## src/rtl/uart_tx_fifo.sv

```systemverilog
// Buffered 8N1 UART transmitter: a circular byte FIFO fed by CPU stores, drained by a
// serialiser FSM whose line output is registered one cycle behind the FSM state.
module uart_tx_fifo #(
   parameter int CLK_FREQ_HZ = 100_000_000,
   parameter int BAUD_RATE   = 115200,
   parameter int FIFO_DEPTH  = 16
) (
   input  logic                          sys_clk_i,
   input  logic                          sys_rstn_i,
   input  logic                          uart_wr_i,
   input  logic [7:0]                    uart_dat_i,
   output logic                          uart_tx,
   output logic                          uart_full_o,
   output logic                          uart_empty_o,
   output logic [$clog2(FIFO_DEPTH):0]   uart_count_o,
   output logic                          uart_busy_o,
   output logic                          uart_overflow_o
);

   // state | meaning
   // IDLE  | line high, waiting for a queued byte
   // START | start bit (line low) for one bit time
   // DATA  | eight data bits, LSB first
   // STOP  | stop bit (line high); chains straight into START if more bytes wait
   typedef enum logic [1:0] {IDLE, START, DATA, STOP} state_t;

   localparam int CLKS_PER_BIT = CLK_FREQ_HZ / BAUD_RATE;
   localparam int AW = $clog2(FIFO_DEPTH);
   localparam int CW = AW + 1;
   localparam int TW = (CLKS_PER_BIT > 1) ? $clog2(CLKS_PER_BIT) : 1;
   localparam logic [TW-1:0] TMAX  = TW'(CLKS_PER_BIT - 1);
   localparam logic [CW-1:0] CFULL = CW'(FIFO_DEPTH);

   logic [7:0]    mem_q [FIFO_DEPTH];
   logic [AW-1:0] wr_ptr_q, rd_ptr_q;
   logic [CW-1:0] count_q, count_d;
   logic          full_q, empty_q, ovf_q;

   state_t        state_q;
   logic [TW-1:0] timer_q;
   logic [2:0]    bit_idx_q;
   logic [7:0]    shift_q;
   logic          tx_q, busy_q;

   logic          push_ok, pop;

   always_comb begin
      push_ok = uart_wr_i && !full_q;
      pop     = !empty_q && ((state_q == IDLE) || (state_q == STOP && timer_q == '0));
      count_d = count_q;
      if (push_ok && !pop)
         count_d = count_q + CW'(1);
      else if (!push_ok && pop)
         count_d = count_q - CW'(1);
   end

   always_ff @(posedge sys_clk_i) begin
      if (push_ok)
         mem_q[wr_ptr_q] <= uart_dat_i;
   end

   always_ff @(posedge sys_clk_i) begin
      if (!sys_rstn_i) begin
         wr_ptr_q <= '0;
         rd_ptr_q <= '0;
         count_q  <= '0;
         full_q   <= 1'b0;
         empty_q  <= 1'b1;
         ovf_q    <= 1'b0;
      end else begin
         if (push_ok)
            wr_ptr_q <= wr_ptr_q + AW'(1);
         if (pop)
            rd_ptr_q <= rd_ptr_q + AW'(1);
         if (uart_wr_i && full_q)
            ovf_q <= 1'b1;
         count_q <= count_d;
         full_q  <= (count_d == CFULL);
         empty_q <= (count_d == '0);
      end
   end

   // tx_q follows state_q with one cycle of lag, so every bit still lasts CLKS_PER_BIT cycles
   always_ff @(posedge sys_clk_i) begin
      if (!sys_rstn_i) begin
         state_q   <= IDLE;
         timer_q   <= '0;
         bit_idx_q <= '0;
         shift_q   <= '0;
         tx_q      <= 1'b1;
         busy_q    <= 1'b0;
      end else begin
         tx_q <= (state_q == START) ? 1'b0 : (state_q == DATA) ? shift_q[0] : 1'b1;
         case (state_q)
            IDLE: begin
               if (pop) begin
                  shift_q <= mem_q[rd_ptr_q];
                  timer_q <= TMAX;
                  state_q <= START;
                  busy_q  <= 1'b1;
               end
            end
            START: begin
               if (timer_q == '0) begin
                  timer_q   <= TMAX;
                  bit_idx_q <= '0;
                  state_q   <= DATA;
               end else begin
                  timer_q <= timer_q - TW'(1);
               end
            end
            DATA: begin
               if (timer_q == '0) begin
                  timer_q <= TMAX;
                  shift_q <= {1'b0, shift_q[7:1]};
                  if (bit_idx_q == 3'd7)
                     state_q <= STOP;
                  else
                     bit_idx_q <= bit_idx_q + 3'd1;
               end else begin
                  timer_q <= timer_q - TW'(1);
               end
            end
            STOP: begin
               if (timer_q == '0) begin
                  if (pop) begin
                     shift_q <= mem_q[rd_ptr_q];
                     timer_q <= TMAX;
                     state_q <= START;
                  end else begin
                     state_q <= IDLE;
                     busy_q  <= 1'b0;
                  end
               end else begin
                  timer_q <= timer_q - TW'(1);
               end
            end
            default: begin
               state_q <= IDLE;
               busy_q  <= 1'b0;
            end
         endcase
      end
   end

   assign uart_tx         = tx_q;
   assign uart_full_o     = full_q;
   assign uart_empty_o    = empty_q;
   assign uart_count_o    = count_q;
   assign uart_busy_o     = busy_q;
   assign uart_overflow_o = ovf_q;

endmodule

```

## config.mk

```make
export PLATFORM = sky130hd
export DESIGN_NAME = uart_tx_fifo
export DESIGN_NICKNAME = d
export VERILOG_FILES = /design/src/rtl/uart_tx_fifo.sv
export SDC_FILE = /design/constraint.sdc
export NUM_CORES = 1
export LEC_CHECK = 0
export CAP_MARGIN = 20
export CORE_MARGIN = 4
export CORE_UTILIZATION = 59
export DETAILED_ROUTE_END_ITERATION = 16
export PLACE_DENSITY = 0.8
export SLEW_MARGIN = 20
export SYNTH_ARGS = -nofsm -noshare
export SYNTH_HDL_FRONTEND = slang
export SYNTH_SLANG_ARGS = --single-unit
```

## constraint.sdc

```tcl
create_clock -name sys_clk_i -period 4.05 [get_ports sys_clk_i]
set_clock_uncertainty 0.2 [all_clocks]
set_input_delay 0.81 -clock sys_clk_i [delete_from_list [all_inputs] [get_ports sys_clk_i]]
set_output_delay 0.81 -clock sys_clk_i [all_outputs]
set_load 0.01 [all_outputs]
```

## Yosys cells after proc, flatten, opt, wreduce, memory -nomap -nowiden

Memory sizes are Yosys's and may differ from the RTL's. A register that Yosys moved wholly into a read port is not among the register bits.
Index checks and enable logic that the tools add are counted.

| word-level totals | value |
|---|---|
| bits in registers | 41 |
| memory bits (writable) | 128 |
| input port bits | 11 |
| output and inout bits | 10 |
| memories kept | 1 |

| cells by class | value |
|---|---|
| add/sub/neg operators | 6 |
| equal/unequal tests | 12 |
| muxes and demuxes | 31 |
| reductions and logical operators | 22 |

Memories:

| name | depth | width | rd ports | clocked after Yosys merged registers in | write ports | line | source |
|---|---|---|---|---|---|---|---|
| mem_q | 16 | 8 | 1 | 1 | 1 | 34 | `logic [7:0] mem_q [FIFO_DEPTH];` |

Operator list:

| cell | count |
|---|---|
| $mux W10 | 3 |
| $pmux W10 S3 | 1 |
| $mux W8 | 3 |
| $pmux W8 S3 | 1 |
| $logic_not A10 Y1 | 1 |
| $mux W2 | 5 |
| $mux W5 | 2 |
| $sub A10 B1 Y10 const B | 1 |
| $mux W3 | 3 |
| $add A4 B1 Y4 const B | 2 |
| $mux W1 | 8 |
| $mux W4 | 2 |
| $ne A2 B1 Y1 const B | 4 |
| $pmux W2 S4 | 1 |
| $reduce_and A4 Y1 | 2 |
| $logic_and A1 B1 Y1 | 6 |
| $ne A2 B2 Y1 const B | 3 |
| $pmux W3 S2 | 1 |
| $add A5 B1 Y5 const B | 1 |
| $eq A5 B5 Y1 const B | 1 |
| $logic_not A5 Y1 | 1 |
| $reduce_and A5 Y1 | 1 |
| $sub A5 B1 Y5 const B | 1 |
| $eq A2 B2 Y1 const B | 2 |
| 11 further kinds | 15 |

## Logic depth before layout (Yosys ltp)

| depth | value |
|---|---|
| depth in word-level cells | 8 |
| gate-level depth with buffers | 9 |

## Least setup slack after synthesis

OpenSTA, ideal clock, no wires.

| timing | value |
|---|---|
| path kind | in2reg |
| start | input port uart_wr_i |
| end | memory mem_q[3][0], enable pin |
| setup time | 0.383 ns |
| arrival | 2.188 ns |
| data required time | 3.467 ns |
| slack | 1.278 ns |
| cell stages on the path | 4 |
| buffers on the path | 1 |
| path through | nor2b_1 > clkbuf_1 > nand2_1 > nor3_1 |

| between the ends | value |
|---|---|
| word-level cells in the longest chain between the ends | 3 |

RTL lines:

| item | line | source |
|---|---|---|
| start: declaration | 10 | `input logic uart_wr_i,` |
| $logic_and A1 B1 Y1 | 48 | `push_ok = uart_wr_i && !full_q;` |
| $mux W1 | 58 | `if (push_ok)` |
| $mux W1 (not written as such) | 59 | `mem_q[wr_ptr_q] <= uart_dat_i;` |
| end: declaration | 34 |  |

No other way between the ends.

## Worst setup path in the final report

| timing | value |
|---|---|
| start | register timer_q[0] |
| end | register empty_q, in the netlist uart_empty_o |

| between the ends | value |
|---|---|
| word-level cells in the longest chain between the ends | 8 |
| elaborated cells between the ends (all ways) | 10 |

RTL lines:

| item | line | source |
|---|---|---|
| start: declaration | 40 | `logic [TW-1:0] timer_q;` |
| start signal: assignment | 109 | `timer_q <= timer_q - TW'(1);` |
| start signal: assignment | 121 | `timer_q <= timer_q - TW'(1);` |
| start signal: assignment | 135 | `timer_q <= timer_q - TW'(1);` |
| $logic_not A10 Y1 (*) | 49 | `pop = !empty_q && ((state_q == IDLE) \|\| (state_q == STOP && timer_q == '0));` |
| $logic_and A1 B1 Y1 (*) | 49 |  |
| $logic_or A1 B1 Y1 (*) | 49 |  |
| $logic_and A1 B1 Y1 (*) | 49 |  |
| $logic_and A1 B1 Y1 or $logic_not A1 Y1 (tied branches) | 53, 51 |  |
| $mux W5 or $logic_and A1 B1 Y1 (tied branches) | 53, 51 |  |
| $mux W5 (*) | 51 | `if (push_ok && !pop)` |
| $logic_not A5 Y1 (*) | 79 | `empty_q <= (count_d == '0);` |
| end signal: assignment | 79 |  |
| end: declaration | 37 | `logic full_q, empty_q, ovf_q;` |

Every way passes the cells marked *; elsewhere a longest branch is shown, timed or not.
A chain may end at the register's enable or synchronous reset.

==> results by group <==
Run status
  – Status: finished clean

Synthesis
  – Mux contribution to synthesized area: 0.1402
  – Post-synthesis sequential area ratio: 0.6521
  – Ys flop type: edfxtp_1
  – Mapped Area: about 7300 sq um
  – Synth warn: 0
  – Synth Area in Adders: 0.02580
  – Mean area per synthesized cell: 15.41 sq um
  – Xor-xnor portion of the synthesized cell area: 0.01083
  – Post-synth EDFFs: 128
  – Post-synth ARST share: 0
  – Netlist cell types: 54
  – Yosys reg bits: 173
  – Simple-Gate Fraction of Synth Area: 0.07635
  – Post-Syn Instances: 472
  – Syn nets: ~500
  – Synth Area in Compound Gates: 0.06827
  – Largest family of logic cells by synthesized area: multiplexers

Setup path
  – CP bufs+invs: 1
  – CP arrival: 3.06 ns
  – Slowest-stage cell, CP: a41o_1
  – Setup Crit Path Kind: flip-flop to flip-flop
  – Top delay family on crit path: compound AO/OA/AOI/OAI gates
  – Critical Path Source Type: flip-flop
  – CP Cell Sequence: inv_1 -> ha_1 -> nor4b_2 -> a41o_1 -> mux2i_1 -> xor2_1 -> o41ai_1
  – Max stage delay on crit path: 0.73 ns
  – CP Data Required Time: around 4.2 ns
  – CP endpoint kind: flip-flop
  – Critical path fanouts, max: 18
  – Flop-to-flop setup slack: 1.12 ns

GRT
  – GR peak layer: met2
  – Number of global-route vias before repair: between 4000 and 5000
  – Met1 GRT Util: 0.2897
  – Grt met2 use: 0.3539
  – Met3 Usage GRT: 0.05366
  – Total GRT Usage: 0.2173
  – Total gr overflow: 0
  – First-pass GRT wire length: 23000 um
  – Initial antenna violation count: 0
  – Largest net degree at the start of global routing: 33

Clocking
  – Clock sink count: 173
  – CTS max path bufs: 2
  – CTS clock-pin slew for the worst setup and hold paths: 0.07 ns
  – TritonCTS Buffers: 17
  – CTS tree: yes
  – Post-CTS Hold Buffers: 0
  – H-tree depth: 4
  – Worst-Skew Late Latency: about 0.43 ns
  – Setup Buffers After CTS: 0
  – CTS Root Cell: clkbuf_16
  – Resized Gates After CTS: 0

Timing
  – Final setup fails: 0
  – Rel. slew slack: 0.4846
  – RSZ-0062 raised after global routing: no
  – Crit share post-route: 0.7243
  – Slew @ Worst Pin: between 0.7 and 0.8 ns
  – Hold Vio Cnt, Final: 0
  – Fmax: 0.3409 GHz
  – Final Max Tran Viols: 0
  – Tmin final: 2.933 ns
  – Setup TNS Final: 0 ns

Hold path
  – HP Class: flip-flop to flip-flop

Route
  – Detailed-route vias per instance: 6.138
  – Iteration-0 DRC Markers: between 500 and 600
  – Final ANT Viol Nets: 0
  – DR DRC count: 0
  – Routed WL: 14430 um
  – Avg WL per Cell: 21.38 um
  – 1st-pass router iterations: 5
  – Via count: roughly 4100

Placement
  – RD Place Congestion: around 0.83
  – Port Buffers: 20
  – DP Wirelength: between 9000 and 10000 um

Final layout
  – Fillers: 778
  – Commonest non-fill, non-tap cell in the layout: edfxtp_1
  – Core Util, Final: 0.6802
  – Nets: 520
  – Most frequent cells in the layout: edfxtp_1, dfxtp_1, mux4_2
  – Layout overhead on the synthesized area: 12.76%
  – Layout cell share with drive strength beyond 1: 0.1913
  – Ant diodes: 0

Floorplanning
  – # IOs: 21
  – Die X: 119.1 um
  – Core Region: 12060 sq um
  – Die H: 119.1 um
  – Initial Utilization: 0.6032
  – Row cnt: 40
  – Die area: roughly 14000 sq um

Power
  – IR Drop Worst-Case VDD: 0.3701 mV
  – Static leakage: 0.002689 uW
  – Power density over cell area: 671.4 nW/um^2

Job
  – Max cap viols: 0
worst reg2reg max path: stages (launching register included):
cell	delay (ns)
dfxtp_1	0.35
inv_1	0.07
ha_1	0.22
nor4b_2	0.47
a41o_1	0.73
mux2i_1	0.29
xor2_1	0.13
o41ai_1	0.37
registers in the layout, summed over array words and instances, names as in the netlist, 2 cells and up, named ones only:
register      cells
bit_idx_q         3
mem_q           128
rd_ptr_q          4
shift_q           8
state_q           2
timer_q          10
uart_count_o      5
wr_ptr_q          4
cell type report:
type	instances	area, sq um	area share
tap	168	210.2	0.02562
inverter	16	60.06	0.007320
clock buffer	17	425.4	0.05185
clock inverter	15	151.4	0.01845
sequential	173	4746	0.5785
multi-input combinational	258	2338	0.2850
timing repair buffer	28	272.8	0.03325
worst paths after layout:
check / depth (start not counted) / endpoint / start
setup reg to reg: 7 / uart_empty_o / timer_q[0]
setup / recovery: 7 / uart_empty_o / timer_q[0]
hold / removal: 2 / shift_q[7] / shift_q[7]
hold reg to reg: 2 / shift_q[7] / shift_q[7]
where the power goes:
group	total [uW]	switching [uW]	internal [uW]
clock	1580	716	867
sequential	2210	158	2050
combinational	1710	926	787
total	5510	1800	3710
synthesized netlist by cell type, types with 4 or more instances:
master / count / area [sq um]
buf_2: 7 / 35.03
nand4_1: 6 / 37.54
a31oi_1: 6 / 37.54
nand2_1: 23 / 86.33
xor2_1: 6 / 52.55
o21ai_0: 19 / 95.09
ha_1: 15 / 187.7
dfxtp_1: 45 / 900.9
clkbuf_1: 11 / 41.29
nor2b_1: 4 / 25.02
mux2i_1: 13 / 130.1
nor3_1: 9 / 45.04
nor2_1: 31 / 116.4
inv_1: 16 / 60.06
nand2b_1: 5 / 31.28
a21oi_1: 27 / 135.1
o221a_2: 5 / 56.30
mux4_2: 39 / 878.3
edfxtp_1: 128 / 3844
metrics by stage:
step                std cells  area [sq um]  hold slack [ns]  setup slack, ns  power, uW
floorplan                 472          7276           0.2356            1.278       3532
global placement          643          7627           0.2433            1.121       3877
detailed placement        643          7627           0.2625            1.059       3946
CTS                       675          8204           0.2761            1.123       5516
global route              675          8204           0.2860           0.8956       5792
finish                    675          8204           0.2722            1.117       5508
routing by layer:
| metal | vias to the layer above | share of wire |
|---|---|---|
| met4 | 0 | 0.020 |
| met1 | 2105 | 0.41 |
| li1 | 1884 | - |
| met3 | 26 | 0.056 |
| met5 | - | 0 |
| met2 | 128 | 0.51 |
cell families after synthesis:
logic type      after synthesis
flops                       173
compound gates               77
simple gates                104
mux                          53
fa+ha+maj                    15
xor+xnor                      9
buf+inv                      41
Power figures use the tool's default switching activity.
